`config.mk`:
```
export PLATFORM = sky130hd
export DESIGN_NAME = fifo_wr_arb
export DESIGN_NICKNAME = d
export VERILOG_FILES = /design/src/rtl/fifo_wr_arb.sv
export SDC_FILE = /design/constraint.sdc
export NUM_CORES = 1
export LEC_CHECK = 0
export CAP_MARGIN = 10
export CORE_AREA = 3 3 306 308
export CTS_CLUSTER_SIZE = 25
export DETAILED_ROUTE_END_ITERATION = 8
export DIE_AREA = 0 0 309 311
export GPL_TIMING_DRIVEN = 1
export MAX_ROUTING_LAYER = met4
export PLACE_DENSITY = 0.36
export RECOVER_POWER = 50
export SLEW_MARGIN = 20
export SYNTH_ARGS = -nofsm -noshare
export SYNTH_HDL_FRONTEND = slang
export SYNTH_SLANG_ARGS = --single-unit
```
`constraint.sdc`:
```
create_clock -name clk -period 1.25 [get_ports clk]
set_input_delay 0.1875 -clock clk [delete_from_list [all_inputs] [get_ports clk]]
set_output_delay 0.1875 -clock clk [all_outputs]
set_load 0.005 [all_outputs]
```
`src/rtl/fifo_wr_arb.sv`:
```
// Two-source packet arbiter feeding a FIFO write port with same-cycle pass-through.
// Define ARB_PKT_CNT_EN to add the per-source completed-packet counters.
module fifo_wr_arb #(
   parameter int DW = 256
) (
   input  logic          clk,
   input  logic          nrst,
   input  logic [DW-1:0] s0_data,
   input  logic          s0_valid,
   input  logic          s0_last,
   output logic          s0_ready,
   input  logic [DW-1:0] s1_data,
   input  logic          s1_valid,
   input  logic          s1_last,
   output logic          s1_ready,
`ifdef ARB_PKT_CNT_EN
   output logic [31:0]   pkt_cnt0,
   output logic [31:0]   pkt_cnt1,
`endif
   output logic [DW-1:0] fifo_din,
   output logic          fifo_wr_en,
   input  logic          fifo_full,
   input  logic          fifo_rdy
);

   typedef enum logic [1:0] {
      WAIT_RDY = 2'd0,
      IDLE     = 2'd1,
      GNT0     = 2'd2,
      GNT1     = 2'd3
   } state_t;

   state_t state_r;
   state_t next_s;
   logic   last_served_r;
   logic   done0_s;
   logic   done1_s;

   // A packet ends when its last beat is actually accepted, not merely presented
   assign done0_s = s0_valid & s0_ready & s0_last;
   assign done1_s = s1_valid & s1_ready & s1_last;

   // State register
   always_ff @(posedge clk or negedge nrst) begin
      if (!nrst) begin
         state_r <= WAIT_RDY;
      end else begin
         state_r <= next_s;
      end
   end

   // Remembers which source finished most recently; reset value lets source 0 win the first tie
   always_ff @(posedge clk or negedge nrst) begin
      if (!nrst) begin
         last_served_r <= 1'b1;
      end else if (done0_s) begin
         last_served_r <= 1'b0;
      end else if (done1_s) begin
         last_served_r <= 1'b1;
      end else begin
         last_served_r <= last_served_r;
      end
   end

   // Next-state logic; grants are held until a last beat is accepted
   always_comb begin
      next_s = state_r;
      case (state_r)
         WAIT_RDY: begin
            if (fifo_rdy) next_s = IDLE;
            else          next_s = WAIT_RDY;
         end
         IDLE: begin
            if (s0_valid && s1_valid) next_s = last_served_r ? GNT0 : GNT1;
            else if (s0_valid)        next_s = GNT0;
            else if (s1_valid)        next_s = GNT1;
            else                      next_s = IDLE;
         end
         GNT0: begin
            if (done0_s) begin
               if (s1_valid)      next_s = GNT1;
               else if (s0_valid) next_s = GNT0;
               else               next_s = IDLE;
            end else begin
               next_s = GNT0;
            end
         end
         GNT1: begin
            if (done1_s) begin
               if (s0_valid)      next_s = GNT0;
               else if (s1_valid) next_s = GNT1;
               else               next_s = IDLE;
            end else begin
               next_s = GNT1;
            end
         end
         default: next_s = WAIT_RDY;
      endcase
   end

   // Output logic: zero-latency mux of the granted source onto the FIFO port
   always_comb begin
      s0_ready   = 1'b0;
      s1_ready   = 1'b0;
      fifo_wr_en = 1'b0;
      fifo_din   = '0;
      case (state_r)
         GNT0: begin
            s0_ready   = ~fifo_full & fifo_rdy;
            fifo_wr_en = s0_valid & ~fifo_full & fifo_rdy;
            fifo_din   = s0_data;
         end
         GNT1: begin
            s1_ready   = ~fifo_full & fifo_rdy;
            fifo_wr_en = s1_valid & ~fifo_full & fifo_rdy;
            fifo_din   = s1_data;
         end
         default: begin
            s0_ready   = 1'b0;
            s1_ready   = 1'b0;
            fifo_wr_en = 1'b0;
            fifo_din   = '0;
         end
      endcase
   end

`ifdef ARB_PKT_CNT_EN
   logic [31:0] pkt_cnt0_r;
   logic [31:0] pkt_cnt1_r;

   // Completed-packet counters, wrapping naturally at 32 bits
   always_ff @(posedge clk or negedge nrst) begin
      if (!nrst) begin
         pkt_cnt0_r <= 32'd0;
         pkt_cnt1_r <= 32'd0;
      end else begin
         if (done0_s) pkt_cnt0_r <= pkt_cnt0_r + 32'd1;
         else         pkt_cnt0_r <= pkt_cnt0_r;
         if (done1_s) pkt_cnt1_r <= pkt_cnt1_r + 32'd1;
         else         pkt_cnt1_r <= pkt_cnt1_r;
      end
   end

   assign pkt_cnt0 = pkt_cnt0_r;
   assign pkt_cnt1 = pkt_cnt1_r;
`endif

endmodule

```
======== Yosys cells after proc, flatten, opt, wreduce, memory -nomap -nowiden ========
Index checks and enable logic that the tools add are counted.
word-level totals
  ROM bits ................................ 0
  bits of input ports ..................... 520
  register bits after elaboration ......... 3
  memories kept ........................... 0
  memory bits (writable) .................. 0
  bits in latches ......................... 0
operators by class
  add/sub/neg operators ................... 0
  magnitude comparators ................... 0
  muxes and demuxes ....................... 16
  divide/modulo/power cells ............... 0
  equal/unequal tests ..................... 3
  bitwise gates (word level) .............. 10
  reductions and logical operators ........ 3
  multiply operators ...................... 0
  shift operators ......................... 0
operators by type and width
  cell                                                 count
  case mux 256 bit (2 select lines)                    1
  2-to-1 mux 2 bit                                     7
  bitwise AND 1 bit                                    9
  case mux 2 bit (4 select lines)                      1
  2-to-1 mux 1 bit                                     6
  equality test 2 bit, second input constant           2
  equality test 2 x 1 -> 1 bit, second input constant  1
  logical NOT 2 bit                                    1
  case mux 1 bit (2 select lines)                      1
  nonzero test 2 bit                                   1
  logical AND 1 bit                                    1
  inverter 1 bit                                       1

======== Depth between registers and ports, before layout ========
Gate-level depths: netlist of run 1.
  depth after elaboration ................. 7
  depth in mapped cells ................... 5
  mapped depth without buffers ............ 3

======== Worst setup path before layout of run 1 ========
No wires, ideal clock.
  kind .................................... reg-to-output
  from .................................... reg state_r[0]
  to ...................................... out fifo_din[100]
  arrival time ............................ 1.018 ns
  path slack .............................. 0.044 ns
  data required time ...................... 1.062 ns
  cell stages (with the launch flop) ...... 6
  path through ............................ dfrtp_1 buf_4 buf_8 buf_8 mux2i_1 nor2_1
on the way
  longest elaborated chain between the ends .. 2
  elaborated cells between the ends (all ways) .. 3
  classes of those cells .................. eq/ne (2); mux (1)
ends and longest elaborated chain
  element                                RTL line  source
  start: declaration                     33        state_t state_r;
  start signal: assignment               48        state_r <= next_s;
  equality test 2 bit                    107       case (state_r)
  case mux 256 bit (2 select lines) (*)  107
  end: declaration                       20        output logic [DW-1:0] fifo_din,
Mark *: on every way between the ends. The rest lies on a longest branch, timed or not.

======== Worst setup path in the final report of run 1 ========
  from .................................... reg state_r[0]
  to ...................................... out fifo_din[66]
The elaborated chain is that of the path after synthesis.

==> results.txt, run 1 <==
status: finished with violations
failing checks: setup timing
antenna violations before repair: 31
Nets: 1949
ys async rst share: 100%
Yosys reg bits: 3
Worst-path clk slew: 0.03 ns
first-pass GRT wire length: 81.4 mm
Main synth FF type: dfrtp_1
RSZ-0062 raised after global routing: yes
critical path class: register to output pin
Seq/Total Area, Yosys: 1.83%
# H-tree levels: 1
CP endpoint kind: output pin
DP HPWL: 58.0 mm
Worst Hold Class: input port to async pin
Die Height: 311 um
Setup Skew: 0.00102 ns
Worst path max stage delay: 0.52 ns
Routed Antenna Nets: 0
gr usage total: 12.8%
# setup viols final: 262
most frequent cells after synthesis: nor2_1 (261), mux2i_1 (257), clkbuf_1 (19)
Slew @ Worst Pin: 0.270 ns
Starting Density: 4.56%
gpl congestion: 0.911
Power Density: 774 nW/um^2
relative slew slack: 81.9%
Arr. time, crit path: 1.87 ns
Critical Path Stages: 5
CTS sink count: 3
VDD IR max: 0.296 mV
WL final: 64.3 mm
CTS tree: yes
DRC violations left: 0
critical path peak fanout: 16
Mapped Avg Cell Area: 7.03 um^2
minimum clock period: 2.05 ns
Synth area leaders: mux2i_1 (62%), nor2_1 (24%), buf_8 (4.0%)
Hold-fix buffers, CTS: 0
Cells after Synth: 593
post-route design area: 14400 um^2
Area Overhead vs Synth: 246%
Fmax achieved: 0.487 GHz
Yosys top cell area share: 61.7%
Final Util: 15.8%
Die Wd: 309 um
Startpoint Class: register
CTS Buffer Depth: 2
Core Area: 91400 um^2
WP buf/inv: 3
DP Area: 13700 um^2
Row Count: 111
synth warn: 0
fin crit share: 164%
TritonCTS Buffers: 3
final setup margin: -0.804 ns
I/O Buffers: 778
slowest CP cell: clkdlybuf4s50_1
CTS Root Cell: clkbuf_16
Pins Over Slew Limit: 0
Worst Reg-to-Reg Cells: 6
worst path cell trace: buf_12, buf_6, mux2i_1, nor2_1, clkdlybuf4s50_1
largest net degree at the start of global routing: 29
top-count cell post-synth: nor2_1
final hold violation count: 0
total number of vias: 7853
Die ar.: 96100 um^2
max cap viols: 0
syn nets: 1113
IO Pins: 779
# fillers: 10500
Req. time, crit path: 1.06 ns
CP top delay family: buffers and inverters
Starting DRT DRC Count: 335
Yosys cell types: 23
Syn Std Cell Area: 4170 um^2
insertion delay to the later sink of the worst-skew pair: 0.22 ns
layout cells sized above 1: 19.2%
area leader, netlist: mux2i_1
Vias/cell: 2.99
number of synthesized flops with an enable pin: 0
leakage power: 6.81 nW
grt total ovfl: 0
length of the first detailed-routing pass in iterations: 6
Routed WL per cell: 24.5 um
vias in the first global route: 8209
## cell families after synthesis
family / synth area share (%)
multiplexers: 61.7
flip-flops: 1.83
AND/OR/NAND/NOR: 24.4
buffers and inverters: 10.9
AO/OA/AOI/OAI: 1.17
## worst register-to-register path: stages (launching register included)
cell and delay (ns):
dfrtp_4 0.49, buf_12 0.17, buf_4 0.14, bufbuf_16 0.28, nor2_1 0.11, a31oi_1 0.05
o22a_1 0.21
## final timing paths
path	start	end	slack [ns]
worst min register to register	last_served_r	last_served_r	0.67
min in group clk	last_served_r	last_served_r	0.67
worst max register to register	state_r[0]	state_r[0]	-0.32
worst max-delay path	state_r[0]	fifo_din[66]	-0.80
worst min-delay path	nrst	state_r[1]	0.23
max in group asynchronous	nrst	last_served_r	0.79
## metal layers
metal  share of wire, %  routed length, um  track usage, %  up-vias
met5                  0                  0               -        -
met1                 47              30100            17.7     3613
met4               0.60                388           0.313        0
met3                8.1               5180            2.82       42
li1                   -                  -               -     3699
met2                 45              28600            20.2      499
## per-stage QoR
stage | hold slack (ns) | power [mW] | instances | setup TNS (ns) | worst slack (ns)
after detailed placement | 0.397 | 10.2 | 2565 | -153.10 | -0.930
final | 0.229 | 11.2 | 2624 | -130.23 | -0.804
after global routing | 0.238 | 11.9 | 2618 | -145.67 | -0.851
after CTS | 0.162 | 11.1 | 2581 | -193.28 | -0.939
after global placement | 0.392 | 10.2 | 2565 | -153.40 | -0.944
after floorplan | -0.108 | 4.24 | 593 | 0 | 0.0442
## cell usage in the layout (no fill, tap or decap), types with 7 or more instances in the layout
cell type          n
buf_6             18
clkdlybuf4s50_1  528
nor2_1           246
clkdlybuf4s15_1    7
buf_12            13
dlymetal6s2s_1   106
buf_4             65
buf_2             58
nor2_2            14
diode_2           10
buf_16            11
dlygate4sd2_1     15
mux2i_2            9
mux2i_1          237
mux2i_4           11
clkbuf_2          53
## area by class of cell
cell class	count	area, um^2	share of cell area, %
inverters	2	17.5	0.122
multi-input cells	531	3850	26.7
diodes	10	25.0	0.174
repair buffers	888	8880	61.6
flip-flops and latches	3	81.3	0.564
well taps	1186	1480	10.3
clock buffers	4	78.8	0.547
## timing repair
action                     4_1_cts  5_1_grt
pin swaps                       11       18
cloned                           6        2
resized for setup              243      346
buffers inserted                 6       31
setup endpoints to repair      261      262
## where the power goes
group	leakage, nW	switching (mW)	internal (mW)
registers	0.0298	0.0159	0.117
clock network	0.0382	0.0878	0.421
logic	6.74	4.17	6.35
total	6.81	4.27	6.89
## state kept, by name, indices dropped and copies added (netlist names)
register and count:
state_r 2, last_served_r 1
No activity file was read; power rests on OpenSTA's default activity.
==> run 2: changes to the inputs <==
Settings changed: HOLD_SLACK_MARGIN set to 0.02.
Clock period 1.25 ns to 1.88 ns, I/O delays scaled along.
==> run 2 against run 1 <==
First-iteration DRC count grew 9.0%; cell area grew 1.7%; setup slack better by 0.53 ns; combinational power fell by 23%; clock power fell by 34%; utilization increased by 0.27 points; hold slack gained 0.085 ns; via count rose by 1.6%; wire length grew 4.5%; global-route usage grew 0.31 points; the flow still finishes with violations (setup timing); non-clock buffer count grew 24; register-to-register slack improved by 0.73 ns.
==> results.txt, run 2 (synthesis gave the netlist of run 1 again) <==
post-route design area: 14700 um^2 (+1.7%)
IO Pins: 779 (unchanged)
Final Util: 16.0% (+0.27 points)
final setup margin: -0.269 ns (+0.535 ns)
CTS Buffer Depth: 2 (unchanged)
routed length on met3: 4.88 mm (-5.8%)
most frequent cells in the layout: clkdlybuf4s50_1 (518), nor2_1 (247), mux2i_1 (212)
Fmax achieved: 0.465 GHz
number of flip-flops in the largest register: 2 (unchanged)
Nets: 1973 (+1.2%)
Starting DRT DRC Count: 365 (+9.0%)
largest net degree at the start of global routing: 53 (+83%)
Biggest register: state_r
layout cells sized above 1: 25.2% (+6.0 points)
Vias/cell: 3.02 (+0.86%)
Arr. time, crit path: 1.87 ns (about the same)
RSZ-0062 raised after global routing: yes
DR top layer: met4
insertion delay to the later sink of the worst-skew pair: 0.22 ns (about the same)
Die Wd: 309 um (unchanged)
CTS sink count: 3 (unchanged)
total number of vias: 7981 (+1.6%)
critical path peak fanout: 9 (-7)
Pins Over Slew Limit: 0 (unchanged)
gr usage total: 13.1% (+0.31 points)
Die Height: 311 um (unchanged)
Routed WL per cell: 25.4 um (+3.7%)
antenna violations before repair: 28 (-9.7%)
fin crit share: 114%
Row Count: 111 (unchanged)
# H-tree levels: 1 (unchanged)
failing checks: setup timing
Largest regs: state_r: 2 flops, last_served_r: 1 flops
most common cell after layout, fill and taps aside: clkdlybuf4s50_1
DP HPWL: 57.6 mm (-0.66%)
TritonCTS Buffers: 3 (unchanged)
Worst-path clk slew: 0.03 ns (about the same)
Startpoint Class: register
Slew @ Worst Pin: 0.355 ns (+0.0855 ns)
Starting Density: 4.56% (unchanged)
status: finished with violations
DRC violations left: 0 (unchanged)
gpl congestion: 0.916 (+0.55%)
CP endpoint kind: output pin
CTS tree: yes
critical path class: register to output pin
Worst Hold Class: input port to async pin
Area Overhead vs Synth: 252%
grt total ovfl: 0 (unchanged)
final hold violation count: 0 (unchanged)
relative slew slack: 76.3% (-5.6 points)
minimum clock period: 2.15 ns
Req. time, crit path: 1.60 ns (+0.54 ns)
DP Area: 13500 um^2 (-1.1%)
WL final: 67.1 mm (+4.5%)
vias in the first global route: 8097 (-1.4%)
Die ar.: 96100 um^2 (unchanged)
Hold-fix buffers, CTS: 0 (unchanged)
VDD IR max: 0.276 mV (-7.0%)
length of the first detailed-routing pass in iterations: 5 (-1)
Met1 Wirelength: 32.0 mm (+6.3%)
I/O Buffers: 778 (unchanged)
CTS Root Cell: clkbuf_16
Routed Antenna Nets: 0 (unchanged)
first-pass GRT wire length: 82.4 mm (+1.3%)
DR WL met2: 29.9 mm (+4.4%)
# setup viols final: 209 (-20%)
leakage power: 6.65 nW (-2.4%)
Power Density: 580 nW/um^2 (-25%)
Core Area: 91400 um^2 (unchanged)
max cap viols: 0 (unchanged)
Setup Skew: 0.000304 ns (-0.000721 ns)
-- run 2: what timing repair did --
action                                  CTS  global route
gates cloned                              7             6
pin swaps                                15            50
endpoints found under the setup margin  256           256
setup buffers                            16            63
resized for setup                       386           474
-- run 2: report_power, final --
| group | total [mW] | switching [mW] | leakage (nW) | internal, mW |
|---|---|---|---|---|
| Combinational | 8.05 | 3.15 | 6.58 | 4.90 |
| Sequential | 0.109 | 0.0310 | 0.0298 | 0.0778 |
| Clock | 0.337 | 0.0574 | 0.0382 | 0.280 |
| Total | 8.50 | 3.24 | 6.65 | 5.26 |
-- run 2: metal layers --
metal,vias up,global-route usage [%]
li1,3735,-
met1,3708,18.2
met2,498,20.8
met3,40,2.51
met4,0,0.259
met5,-,-
-- run 2: cell type report --
class,count,area (um^2)
inverters,2,20.0
repair buffers,912,8990
clock buffers,4,78.8
diodes,6,15.0
well taps,1186,1480
multi-input cells,531,3990
fillers,10400,76700
flip-flops and latches,3,81.3
-- run 2: critical path, cell delays in order (launching register included) --
cell	delay (ns)
dfrtp_4	0.56
buf_16	0.20
buf_16	0.16
buf_12	0.13
buf_6	0.12
mux2i_4	0.20
nor2_2	0.11
buf_2	0.12
-- run 2: stage by stage --
| stage | total power [mW] | setup TNS [ns] | cells | worst slack, ns | hold slack, ns |
|---|---|---|---|---|---|
| finish | 8.50 | -20.36 | 2644 | -0.269 | 0.314 |
| global route | 9.02 | -32.22 | 2641 | -0.329 | 0.315 |
| CTS | 7.61 | -53.08 | 2578 | -0.408 | 0.244 |
| detailed placement | 6.68 | -29.55 | 2551 | -0.452 | 0.478 |
| global placement | 6.72 | -28.77 | 2551 | -0.473 | 0.478 |
| floorplan | 2.82 | 0 | 593 | 0.580 | -0.0136 |
-- run 2: worst paths after layout --
path,end,cells past startpoint,start,slack (ns)
setup / recovery,fifo_din[110],7,state_r[0],-0.27
hold / removal,state_r[0],1,nrst,0.31
setup reg to reg,state_r[0],5,state_r[0],0.41
hold reg to reg,last_served_r,2,last_served_r,0.66
max in group asynchronous,last_served_r,1,nrst,1.34
min in group clk,last_served_r,2,last_served_r,0.66
==> run 3: changes to the inputs <==
Settings changed: CTS_BUF_LIST set to sky130_fd_sc_hd__clkbuf_4, SETUP_SLACK_MARGIN set to 0.02.
==> run 3 against run 2 <==
Largest power group unchanged; hold slack worse by 0.011 ns; setup slack better by 0.011 ns; cell count about the same; count of clock-buffer cells in the layout unchanged; clock power down 62%; the run still ends with setup timing left; cell area down 0.50%; maximum frequency up 0.49%; largest cell class unchanged.
==> results.txt, run 3 (synthesis gave the netlist of run 1 again) <==
status: finished with violations
failing checks: setup timing
RSZ-0062 raised after global routing: yes
# fillers: 10500 (+0.31%)
Routed Antenna Nets: 0 (unchanged)
vias in the first global route: 8139 (+0.52%)
Total Power: 8.35 mW (-1.8%)
Power Density: 572 nW/um^2 (-1.3%)
relative slew slack: 75.9% (-0.41 points)
Worst Reg-to-Reg Cells: 5 (unchanged)
most frequent cells in the layout: clkdlybuf4s50_1 (518), nor2_1 (245), mux2i_1 (210)
insertion delay to the later sink of the worst-skew pair: 0.23 ns (about the same)
VDD IR max: 0.230 mV (-17%)
R2R setup slack: 0.39 ns (-0.02 ns)
grt total ovfl: 0 (unchanged)
worst slack at placement: -0.452 ns (unchanged)
CTS tree: yes
I/O Buffers: 778 (unchanged)
Placed Cells: 2551 (unchanged)
minimum clock period: 2.14 ns (-0.0106 ns)
Setup Skew: 0.000238 ns (-0.0000661 ns)
final setup margin: -0.259 ns (+0.0106 ns)
Arr. time, crit path: 1.86 ns (about the same)
# setup viols final: 216 (+3.3%)
Fmax achieved: 0.468 GHz (+0.49%)
Starting DRT DRC Count: 404 (+11%)
DP HPWL: 57.6 mm (unchanged)
r2r startpoint: state_r[0]
Row Count: 111 (unchanged)
Starting Density: 4.56% (unchanged)
gr usage total: 13.1% (about the same)
Die ar.: 96100 um^2 (unchanged)
Slew @ Worst Pin: 0.362 ns (+0.00610 ns)
Die Wd: 309 um (unchanged)
DRC violations left: 0 (unchanged)
Die Height: 311 um (unchanged)
CTS Buffer Depth: 2 (unchanged)
Worst Hold Class: input port to async pin
Pins Over Slew Limit: 0 (unchanged)
critical path peak fanout: 8 (-1)
Startpoint Class: register
antenna violations before repair: 28 (unchanged)
gpl congestion: 0.916 (unchanged)
TritonCTS Buffers: 3 (unchanged)
Post-Layout Cell Count: 2646 (+0.076%)
layout cells sized above 1: 27.5% (+2.3 points)
IO Pins: 779 (unchanged)
Routed WL per cell: 25.2 um (-0.83%)
Vias/cell: 3.02 (about the same)
# H-tree levels: 1 (unchanged)
CP endpoint kind: output pin
Area Overhead vs Synth: 250%
Core Area: 91400 um^2 (unchanged)
length of the first detailed-routing pass in iterations: 4 (-1)
total number of vias: 7980 (-0.013%)
reg2reg end: state_r[0]
WL final: 66.6 mm (-0.75%)
CTS sink count: 3 (unchanged)
most common cell after layout, fill and taps aside: clkdlybuf4s50_1
worst hold slack: 0.304 ns (-0.0105 ns)
first-pass GRT wire length: 82.5 mm (about the same)
critical path class: register to output pin
CTS Root Cell: clkbuf_4
Biggest register: state_r
Largest regs: state_r: 2 flops, last_served_r: 1 flops
fin crit share: 114% (-0.56 points)
Nets: 1974 (+0.051%)
largest net degree at the start of global routing: 53 (unchanged)
setup TNS: -22.78 ns (-2.42 ns)
leakage power: 6.54 nW (-1.7%)
number of flip-flops in the largest register: 2 (unchanged)
Worst-path clk slew: 0.04 ns (about the same)
final hold violation count: 0 (unchanged)
Req. time, crit path: 1.60 ns (about the same)
max cap viols: 0 (unchanged)
==> run 3: per-layer routing <==
layer | part of all wire [%] | wire, um | global-route usage (%)
met1 | 47 | 31400 | 18.2
met2 | 44 | 29500 | 20.8
met3 | 8.0 | 5300 | 2.53
met4 | 0.67 | 448 | 0.162
met5 | 0 | 0 | -
==> run 3: worst max-delay path: stages, from the launching register on <==
cell	delay, ns
dfrtp_4	0.56
buf_16	0.19
buf_6	0.13
clkbuf_16	0.15
buf_8	0.13
mux2i_4	0.18
nor2_2	0.13
clkbuf_2	0.12
==> run 3: per-stage QoR <==
stage | utilization [%] | cell area (um^2)
2_1_floorplan | - | 4170
5_1_grt | 16.0 | 14600
4_1_cts | 15.3 | 14000
3_5_place_dp | 14.8 | 13500
6_report | 16.0 | 14600
3_3_place_gp | 14.8 | 13500
==> run 3: report_power, final <==
group / total [mW] / internal (mW) / switching [mW]
logic: 8.11 / 4.95 / 3.16
registers: 0.108 / 0.0777 / 0.0299
clock network: 0.128 / 0.0939 / 0.0338
total: 8.35 / 5.12 / 3.23
==> run 3: final cells by class <==
type / instances / area (um^2) / area share, %
antenna: 7 / 17.5 / 0.120
clock buffer: 4 / 30.0 / 0.206
inverter: 2 / 20.0 / 0.137
multi-input combinational: 531 / 4030 / 27.6
sequential: 3 / 81.3 / 0.557
tap: 1186 / 1480 / 10.2
timing repair buffer: 913 / 8930 / 61.2
==> run 3: worst max path at each step <==
stage | startpoint | endpoint | slack, ns | depth (start not counted)
6_report | state_r[0] | fifo_din[226] | -0.26 | 7
2_1_floorplan | state_r[0] | fifo_din[100] | 0.58 | 5
4_1_cts | state_r[0] | fifo_din[0] | -0.42 | 4
3_5_place_dp | state_r[0] | fifo_din[143] | -0.45 | 5
5_1_grt | state_r[0] | fifo_din[69] | -0.32 | 7
3_3_place_gp | state_r[0] | fifo_din[143] | -0.47 | 5
==> run 3: repair_timing <==
action / CTS / global route
hold buffers: 0 / 0
setup buffers: 22 / 58
cloned: 7 / 7
pin swaps: 20 / 55
setup endpoints to repair: 257 / 259
gates resized for setup: 429 / 501
